**config.mk**
```make
export PLATFORM = sky130hd
export DESIGN_NAME = indications_ctrl
export DESIGN_NICKNAME = d
export VERILOG_FILES = /design/src/rtl/indications_ctrl_pkg.sv /design/src/rtl/indications_ctrl_life_icon_rom.sv /design/src/rtl/indications_ctrl.sv
export SDC_FILE = /design/constraint.sdc
export NUM_CORES = 1
export LEC_CHECK = 0
export BUFFER_PORTS_ARGS = -buffer_cell sky130_fd_sc_hd__clkbuf_2
export CORE_ASPECT_RATIO = 1.1
export CORE_MARGIN = 2
export CORE_UTILIZATION = 62
export DETAILED_ROUTE_END_ITERATION = 8
export PLACE_DENSITY = 0.93
export SLEW_MARGIN = 20
export SYNTH_ARGS = -nofsm -noshare
export SYNTH_HDL_FRONTEND = slang
export SYNTH_SLANG_ARGS = --single-unit
export TNS_END_PERCENT = 100
```
**constraint.sdc**
```tcl
create_clock -name clk -period 4.59 [get_ports clk]
set_input_delay 0.918 -clock clk [delete_from_list [all_inputs] [get_ports clk]]
set_output_delay 0.918 -clock clk [all_outputs]
set_load 0.005 [all_outputs]
```
**src/rtl/indications_ctrl_pkg.sv**
```systemverilog
// Shared constants, state type and clamp helper for the on-screen life indicator.
package indications_ctrl_pkg;

  localparam int         LIFE_INIT  = 3;
  localparam logic [7:0] COLOR_LIFE = 8'hE0;
  localparam logic [7:0] COLOR_GAIN = 8'h1C;

  typedef enum logic [1:0] {
    STEADY     = 2'd0,
    LOSS_BLINK = 2'd1,
    GAIN_FLASH = 2'd2
  } ind_state_t;

  function automatic logic [3:0] clamp_life(input logic [3:0] v, input logic [3:0] lim);
    return (v > lim) ? lim : v;
  endfunction

endpackage

```
**src/rtl/indications_ctrl_life_icon_rom.sv**
```systemverilog
// 16x16 heart bitmap; x=0 is the leftmost column, y=0 the top row.
module life_icon_rom (
  input  logic [3:0] x,
  input  logic [3:0] y,
  output logic       pix
);

  logic [15:0] row;

  always_comb begin
    case (y)
      4'd1:    row = 16'h1C38;
      4'd2:    row = 16'h3E7C;
      4'd3:    row = 16'h7FFE;
      4'd4:    row = 16'h7FFE;
      4'd5:    row = 16'h7FFE;
      4'd6:    row = 16'h7FFE;
      4'd7:    row = 16'h3FFC;
      4'd8:    row = 16'h1FF8;
      4'd9:    row = 16'h0FF0;
      4'd10:   row = 16'h07E0;
      4'd11:   row = 16'h03C0;
      4'd12:   row = 16'h0180;
      default: row = 16'h0000;
    endcase
    pix = row[4'd15 - x];
  end

endmodule

```
**src/rtl/indications_ctrl.sv**
```systemverilog
// Life-icon overlay with loss blink and optional gain flash (INDICATIONS_GAIN_FLASH_EN).
// Icon state advances once per frame, on the scan position (0,0).
module indications_ctrl
  import indications_ctrl_pkg::*;
#(
  parameter int LIFE_MAX     = 7,
  parameter int TOP_X        = 8,
  parameter int TOP_Y        = 8,
  parameter int ICON_GAP     = 4,
  parameter int BLINK_FRAMES = 32,
  parameter int BLINK_HALF   = 4
) (
  input  logic        clk,
  input  logic        reset,
  input  logic [10:0] pixelX,
  input  logic [10:0] pixelY,
  input  logic [3:0]  life,
  output logic        drawIndications,
  output logic [7:0]  RGBIndications,
  output logic        animBusy
);

  localparam int            CW       = (BLINK_FRAMES > 1) ? $clog2(BLINK_FRAMES) : 1;
  localparam logic [CW-1:0] CNT_LOAD = CW'(BLINK_FRAMES - 1);
  localparam logic [CW-1:0] HALF     = CW'(BLINK_HALF);
  localparam logic [3:0]    LMAX     = 4'(LIFE_MAX);
  localparam logic [3:0]    LINIT    = (LIFE_INIT > LIFE_MAX) ? 4'(LIFE_MAX) : 4'(LIFE_INIT);
  localparam int            PITCH    = 16 + ICON_GAP;

  ind_state_t    state, state_nxt;
  logic [3:0]    life_shown, life_shown_nxt;
  logic [3:0]    loss_from, loss_from_nxt;
  logic [3:0]    loss_to, loss_to_nxt;
  logic [CW-1:0] blink_cnt, blink_cnt_nxt;
`ifdef INDICATIONS_GAIN_FLASH_EN
  logic [3:0]    gain_from, gain_from_nxt;
  logic [3:0]    gain_base;
`endif
  logic          tick;
  logic [3:0]    life_eff;
  logic          do_loss, do_gain;

  assign tick     = (pixelX == 11'd0) && (pixelY == 11'd0);
  assign life_eff = clamp_life(life, LMAX);

  always_ff @(posedge clk or posedge reset) begin
    if (reset) begin
      state      <= STEADY;
      life_shown <= LINIT;
      loss_from  <= '0;
      loss_to    <= '0;
      blink_cnt  <= '0;
`ifdef INDICATIONS_GAIN_FLASH_EN
      gain_from  <= '0;
`endif
    end else begin
      state      <= state_nxt;
      life_shown <= life_shown_nxt;
      loss_from  <= loss_from_nxt;
      loss_to    <= loss_to_nxt;
      blink_cnt  <= blink_cnt_nxt;
`ifdef INDICATIONS_GAIN_FLASH_EN
      gain_from  <= gain_from_nxt;
`endif
    end
  end

  always_comb begin
    state_nxt      = state;
    life_shown_nxt = life_shown;
    loss_from_nxt  = loss_from;
    loss_to_nxt    = loss_to;
    blink_cnt_nxt  = blink_cnt;
    do_loss        = 1'b0;
    do_gain        = 1'b0;
`ifdef INDICATIONS_GAIN_FLASH_EN
    gain_from_nxt  = gain_from;
    gain_base      = life_shown;
`endif
    if (tick) begin
      case (state)
        LOSS_BLINK: begin
          // loss_to is the level the blink settles to; lifeShown still holds loss_from
          if (life_eff < loss_to) begin
            loss_to_nxt   = life_eff;
            blink_cnt_nxt = CNT_LOAD;
          end else if (life_eff > loss_to) begin
            do_gain = 1'b1;
`ifdef INDICATIONS_GAIN_FLASH_EN
            gain_base = loss_to;
`endif
          end else if (blink_cnt == '0) begin
            life_shown_nxt = loss_to;
            state_nxt      = STEADY;
          end else begin
            blink_cnt_nxt = blink_cnt - 1'b1;
          end
        end
`ifdef INDICATIONS_GAIN_FLASH_EN
        GAIN_FLASH: begin
          if (life_eff < life_shown)      do_loss = 1'b1;
          else if (life_eff > life_shown) do_gain = 1'b1;
          else if (blink_cnt == '0)       state_nxt = STEADY;
          else                            blink_cnt_nxt = blink_cnt - 1'b1;
        end
`endif
        default: begin
          state_nxt = STEADY;
          if (life_eff < life_shown)      do_loss = 1'b1;
          else if (life_eff > life_shown) do_gain = 1'b1;
        end
      endcase

      if (do_loss) begin
        state_nxt     = LOSS_BLINK;
        loss_from_nxt = life_shown;
        loss_to_nxt   = life_eff;
        blink_cnt_nxt = CNT_LOAD;
      end
      if (do_gain) begin
        life_shown_nxt = life_eff;
`ifdef INDICATIONS_GAIN_FLASH_EN
        state_nxt      = GAIN_FLASH;
        gain_from_nxt  = gain_base;
        blink_cnt_nxt  = CNT_LOAD;
`else
        state_nxt      = STEADY;
        blink_cnt_nxt  = '0;
`endif
      end
    end
  end

  logic [31:0]   px, py, lo;
  logic          x_hit, y_hit, icon_vis, icon_gain, rom_pix, blink_on;
  logic [3:0]    icon_idx, xo, yo;
  logic [CW-1:0] blink_el;
  logic          draw_p0;
  logic [7:0]    rgb_p0;

  assign px = 32'(pixelX);
  assign py = 32'(pixelY);

  always_comb begin
    x_hit    = 1'b0;
    icon_idx = '0;
    xo       = '0;
    lo       = '0;
    for (int i = 0; i < LIFE_MAX; i++) begin
      lo = 32'(TOP_X + i * PITCH);
      if ((px >= lo) && (px < lo + 32'd16)) begin
        x_hit    = 1'b1;
        icon_idx = 4'(i);
        xo       = 4'(px - lo);
      end
    end
  end

  assign y_hit = (py >= 32'(TOP_Y)) && (py < 32'(TOP_Y + 16));
  assign yo    = 4'(py - 32'(TOP_Y));

  // Phase counts from animation start so the first frames show the icon.
  assign blink_el = CNT_LOAD - blink_cnt;
  assign blink_on = ((blink_el / HALF) & CW'(1)) == '0;

  always_comb begin
    icon_gain = 1'b0;
    case (state)
      LOSS_BLINK: icon_vis = (icon_idx < loss_to) || ((icon_idx < loss_from) && blink_on);
`ifdef INDICATIONS_GAIN_FLASH_EN
      GAIN_FLASH: begin
        icon_vis  = icon_idx < life_shown;
        icon_gain = icon_idx >= gain_from;
      end
`endif
      default:    icon_vis = icon_idx < life_shown;
    endcase
  end

  life_icon_rom u_rom (
    .x   (xo),
    .y   (yo),
    .pix (rom_pix)
  );

  assign draw_p0 = x_hit & y_hit & icon_vis & rom_pix;
  assign rgb_p0  = !draw_p0 ? 8'h00 : (icon_gain ? COLOR_GAIN : COLOR_LIFE);

  // ---- stage p0 -> p1: registered pixel outputs ----
  always_ff @(posedge clk or posedge reset) begin
    if (reset) begin
      drawIndications <= 1'b0;
      RGBIndications  <= 8'h00;
    end else begin
      drawIndications <= draw_p0;
      RGBIndications  <= rgb_p0;
    end
  end

  assign animBusy = (state != STEADY);

endmodule

```
Yosys cells after proc, flatten, opt, wreduce, memory -nomap -nowiden

Memories as Yosys holds them, arrays and structs flattened.
Cells that the tools add are included.

Add/subtract/negate cells: 11
$mul: 0
Divide/modulo/power cells: 0
Magnitude comparators: 25
Equal/unequal tests: 8
Shift operators: 0
Muxes and demuxes: 54
Bitwise operators: 3
Reduce and logical (&&, ||, !) cells: 26

Operators with widths:

| operator            | count |
|---|---|
| $mux 4              | 21 |
| $lt 11x7->1 const B | 4 |
| $ge 11x7->1 const B | 3 |
| $mux 5              | 6 |
| $ge 11x4->1 const B | 2 |
| $logic_not 11->1    | 2 |
| $lt 11x5->1 const B | 2 |
| $lt 4x4->1          | 5 |
| $sub 4x4->4 const B | 5 |
| $mux 1              | 19 |
| $mux 2              | 6 |
| $ne 4x4->1 const B  | 3 |
| $ge 11x5->1 const B | 1 |
| $ge 11x6->1 const B | 1 |
| $ge 11x8->1 const B | 1 |
| $lt 11x6->1 const B | 1 |
| $lt 11x8->1 const B | 1 |
| $logic_and 1x1->1   | 10 |
| $logic_not 5->1     | 2 |
| $reduce_bool 2->1   | 5 |
| $gt 4x4->1          | 2 |
| $mux 8              | 1 |
| $ne 4x2->1 const B  | 2 |
| $reduce_and 4->1    | 2 |
| other kinds (16)    | 20 |

Register bits after elaboration: 28
Latch bits: 0
Memory bits (writable): 0
ROM bits: 224
Input port bits: 28
Output and inout port bits: 10
Logic and storage cells: 135
Memories: 1

Memories:

| name            | words | bits a word | read ports | clocked after memory_dff | write ports | RTL line                             | text |
|---|---|---|---|---|---|---|---|
| (no name shown) | 16    | 14          | 1          | 0                        | 0           | indications_ctrl_life_icon_rom.sv:11 | `case (y)` |

Logic depth before layout (Yosys ltp)

Word-level depth: 15
Mapped depth: 16

Hierarchy

A second synthesis with hierarchy kept.

Cell total of the unflattened synthesis: 269
Area, all modules: 2188.3 µm²

By module, submodules not included:

| module           | times used | cells an instance | area an instance (µm²) | sequential area each (µm²) |
|---|---|---|---|---|
| indications_ctrl | 1          | 228               | 1911.8                 | 478.0 |
| life_icon_rom    | 1          | 41                | 276.5                  | 0.0 |

Worst setup path after synthesis

No wires, ideal clock.

Path type: in2reg
From: input port pixelX[3]
To: register RGBIndications[6]
Arrival: 3.375 ns
Data required time: 4.494 ns
Setup slack: 1.119 ns
Stages on the path: 16
Buffers on the path: 1
Path through: buf_2 -> inv_2 -> ha_1 -> or3b_1 -> a311oi_1 -> nand2_1 -> a21oi_1 -> o21a_1 -> ha_1 -> o21a_1 -> nor2_1 -> o21ai_0 -> o2111ai_1 -> o22a_2 -> o311ai_1 -> nor4_2

Word-level cells in the longest chain between the ends: 15

RTL lines:

| item                                                 | RTL line                | text |
|---|---|---|
| start: declaration                                   | indications_ctrl.sv:15  | `input logic [10:0] pixelX,` |
| branches (longest 13 deep; another with $ge 11x4->1) | --                      |  |
| $and 1x1->1 *                                        | indications_ctrl.sv:186 | `assign draw_p0 = x_hit & y_hit & icon_vis & rom_pix;` |
| named net draw_p0                                    | indications_ctrl.sv:138 | `logic draw_p0;` |
| $mux 8 *                                             | indications_ctrl.sv:187 | `assign rgb_p0 = !draw_p0 ? 8'h00 : (icon_gain ? COLOR_GAIN : COLOR_LIFE);` |
| end signal: assignment                               | indications_ctrl.sv:196 | `RGBIndications <= rgb_p0;` |
| end: declaration                                     | indications_ctrl.sv:19  | `output logic [7:0] RGBIndications,` |

Mark *: on every way through the listed nets, which the timed path passes. The select of a mux whose other input is x is not followed.
A chain may end at the register's enable or synchronous reset.

Worst setup path in the final report

Ends and elaborated chain as after synthesis.

==> results.md <==
* Status: completed
* Max Clock Freq at 280 MHz
* Slew @ Worst Pin at 759 ps
* Slew headroom at 49.1%
* Die ar. at around 0.0042 sq mm
* Top cell type's share of synthesized area at 18.8%
* Resize count post-CTS at 0
* CTS buffer count at 3
* # IOs at 38
* Global-route wire length before repair at approximately 8400 um
* Register area at around 480 sq um
* Main area contributors after synthesis: dfrtp_1, ha_1, a21oi_1
* Crit share post-route at 77.8%
* PortBufs at 32
* DP HPWL at around 3900 um
* Die width at ~60 um
* Row count at 23
* Xor/xnor cell area share of the yosys netlist at less than 1%
* CTS tree: built
* Total power at 387 uW
* Synth area leader: dfrtp_1
* Clk buf depth at 2
* Vias at about 2,100
* Post-synthesis cell type count at 75
* Die Y at 67.4 um
* Synth Register Bits at 19
* Setup violators final at 0
* Post-CTS setup buffer count at 0
* Pins Over Slew Limit at 0
* Clk_lat worst skew at about 260 ps
* Largest family of logic cells by synthesized area: compound AO/OA/AOI/OAI gates
* Sequential share of the synthesized area at about a fifth
* Final Wtd Congestion at between 0.9 and 1
* Avg Inst Size Synth at ~8.0 sq um
* Synth-to-layout area growth at 6.90%
* Grt total ovfl at 0
* Yosys warnings at 0
* First-pass DRT Iterations at 4
* # clock sinks at 19
* Reg clk slew, reported paths at about 70 ps
* Gr busiest metal: met2
* Initial antenna violation count at 0
* Compound-cell area share of the yosys netlist at between 20% and 30%
* Diode count at 0
* GRT Total Usage at about a quarter
* Worst Path Max Fanout at 14
* Largest net degree at the start of global routing at 20
* CP arrival at about 3700 ps
* H-Tree Depth at 1
* Setup_tns at 0 ps
* Number of DRC markers in iteration 0 at between 200 and 250
* Most used flip-flop cell after synthesis: dfrtp_1
* VDD IR max at 0.0931 mV
* RSZ-0062 raised after global routing: false
* CP required at about 4800 ps
* Final hold violations at 0
* Synth Cell Area at about 0.0023 sq mm
* Crit end category: flip-flop
* Final instance area at between 0.002 and 0.0025 sq mm
* Met2 global-route usage at between 40% and 50%
* Leakage at about 0.0011 uW
* Area of the multi-input gates at about 0.0016 sq mm
* Tmin final at ~3600 ps
* Setup Skew at about 3.4 ps
* DP Area at around 0.0024 sq mm
* Clock root buffer: clkbuf_8
* Via/cell ratio at approximately 6
* Final WL at between 5000 and 6000 um
* Post-synthesis instance total at around 280
* Vias in the first global route at roughly 2,000
* Drt drc at 0
* Mux cell area share after synthesis at 2.81%
* Core Footprint at 0.00357 sq mm
* Worst Hold Class: reg2reg
* Cell Pwr Density at 160 mW/mm^2
* CP Launch Type: input port
* Detail Route Antenna Nets at 0
* Starting Density at between 60% and 70%
* Async S/R FF share, synth at 100%
* Fillers at roughly 320
* Filler-free cell count of the finished design at around 360
* Grt met3 use at between 2 and 3%
* Wirelength per Cell at 14.4 um
* Inst Count DP at between 300 and 400
* Post-synth EDFFs at 0
* Met1 usage at between 30% and 40%
* Layout cells sized above 1 at roughly a fifth
* Nets at ~360
* Area share of fa/ha/maj cells after synthesis at ~11%
* Max_cap viols at 0
* Simple-gate share of the synthesized area at a little over a quarter
* Kind of critical path: in2reg
* Cts hold-fix bufs at 0
==> synthesized netlist by cell type, types with 2 or more instances <==
master / count
nand2_1: 26
a21oi_1: 24
nor2_1: 21
ha_1: 20
inv_1: 20
dfrtp_1: 17
o21ai_0: 17
buf_4: 8
nand3_1: 7
o21a_1: 6
a211o_1: 5
buf_2: 5
nor2b_1: 5
nand2b_1: 4
nor3_1: 4
o21ai_1: 4
and3_1: 3
mux2_2: 3
mux2i_1: 3
nand4_1: 3
nor3_2: 3
nor3b_1: 3
nor4_1: 3
o31ai_1: 3
a22oi_1: 2
a311oi_1: 2
a31o_2: 2
buf_6: 2
clkbuf_1: 2
dfstp_2: 2
nor4b_1: 2
o211ai_1: 2
o21bai_1: 2
or2_1: 2
or2_2: 2
or2b_1: 2
or3_1: 2
or3b_1: 2
xnor2_1: 2
==> cells in the final DEF (no fill, tap or decap), drive strengths merged, types with 7 or more instances in the layout <==
master / netlist / final
a21oi: 24 / 24
clkbuf: 4 / 36
conb: 1 / 7
dfrtp: 17 / 17
ha: 20 / 20
inv: 21 / 21
nand2: 26 / 26
nand3: 7 / 7
nor2: 23 / 23
nor3: 7 / 7
o21a: 7 / 7
o21ai: 21 / 21
==> cell type report <==
class                      count  area share [%]
clock buffer                   4            1.86
tap                           50            2.58
sequential                    19            19.7
timing repair buffer          32            6.61
multi-input combinational    230            66.0
inverter                      21            3.25
==> worst max-delay path: stages <==
cell,delay (ps)
clkbuf_2,190
inv_2,150
ha_1,140
or3b_1,340
a311oi_1,400
nand2_1,150
a21oi_1,150
o21a_1,200
ha_1,250
o21a_1,160
nor2_1,80
o21ai_0,90
o2111ai_1,120
o22a_2,150
o311ai_1,100
nor4_2,140
==> registers in the layout, summed over array words and instances, names as in the netlist <==
signal,flops
loss_from,4
loss_to,4
life_shown,4
state,1
blink_cnt,5
RGBIndications,1
==> path summary, 6_finish.rpt <==
check                              startpoint                 to  slack [ps]  cells after the start
worst max-delay path                pixelX[3]  RGBIndications[6]        1020                     16
worst min-delay path            life_shown[1]      life_shown[1]         470                      2
worst max register to register  life_shown[1]       blink_cnt[1]        1650                      9
worst min register to register  life_shown[1]      life_shown[1]         470                      2
max in group asynchronous               reset         loss_to[0]        3380                      2
min in group asynchronous               reset      life_shown[2]         760                      2
==> metal layers <==
layer,part of all wire [%],wire length (um)
met1,43,2190
met2,52,2650
met3,4.4,228
met4,1.3,65
met5,0,0
==> kinds of logic (layout without fill, tap and decap cells) <==
logic type / count (synthesis) / count (layout)
buffers and inverters: 40 / 57
DFF: 19 / 19
and+or+nand+nor: 106 / 106
xor gates and xnor gates: 2 / 2
AOI/OAI and AO/OA: 89 / 89
adders and majority gates: 20 / 20
other: 1 / 7
muxes: 6 / 6
==> report_power, final <==
| part | internal [uW] | leakage [uW] | switching (uW) |
|---|---|---|---|
| logic | 41.1 | 0.000835 | 63.1 |
| clock network | 61.7 | 0.0000228 | 53.7 |
| registers | 167 | 0.000243 | 0.00188 |
| total | 270 | 0.00110 | 117 |
==> per-stage QoR <==
stage          hold WS, ps  utilization, %  setup slack [ps]
4_1_cts                473            67.9              1030
6_report               469            67.9              1020
3_5_place_dp           463            66.7               776
3_3_place_gp           451            66.7               854
5_1_grt                503            67.9               706
2_1_floorplan          444               -              1120
Note: power is estimated with default switching activity, not from simulation.
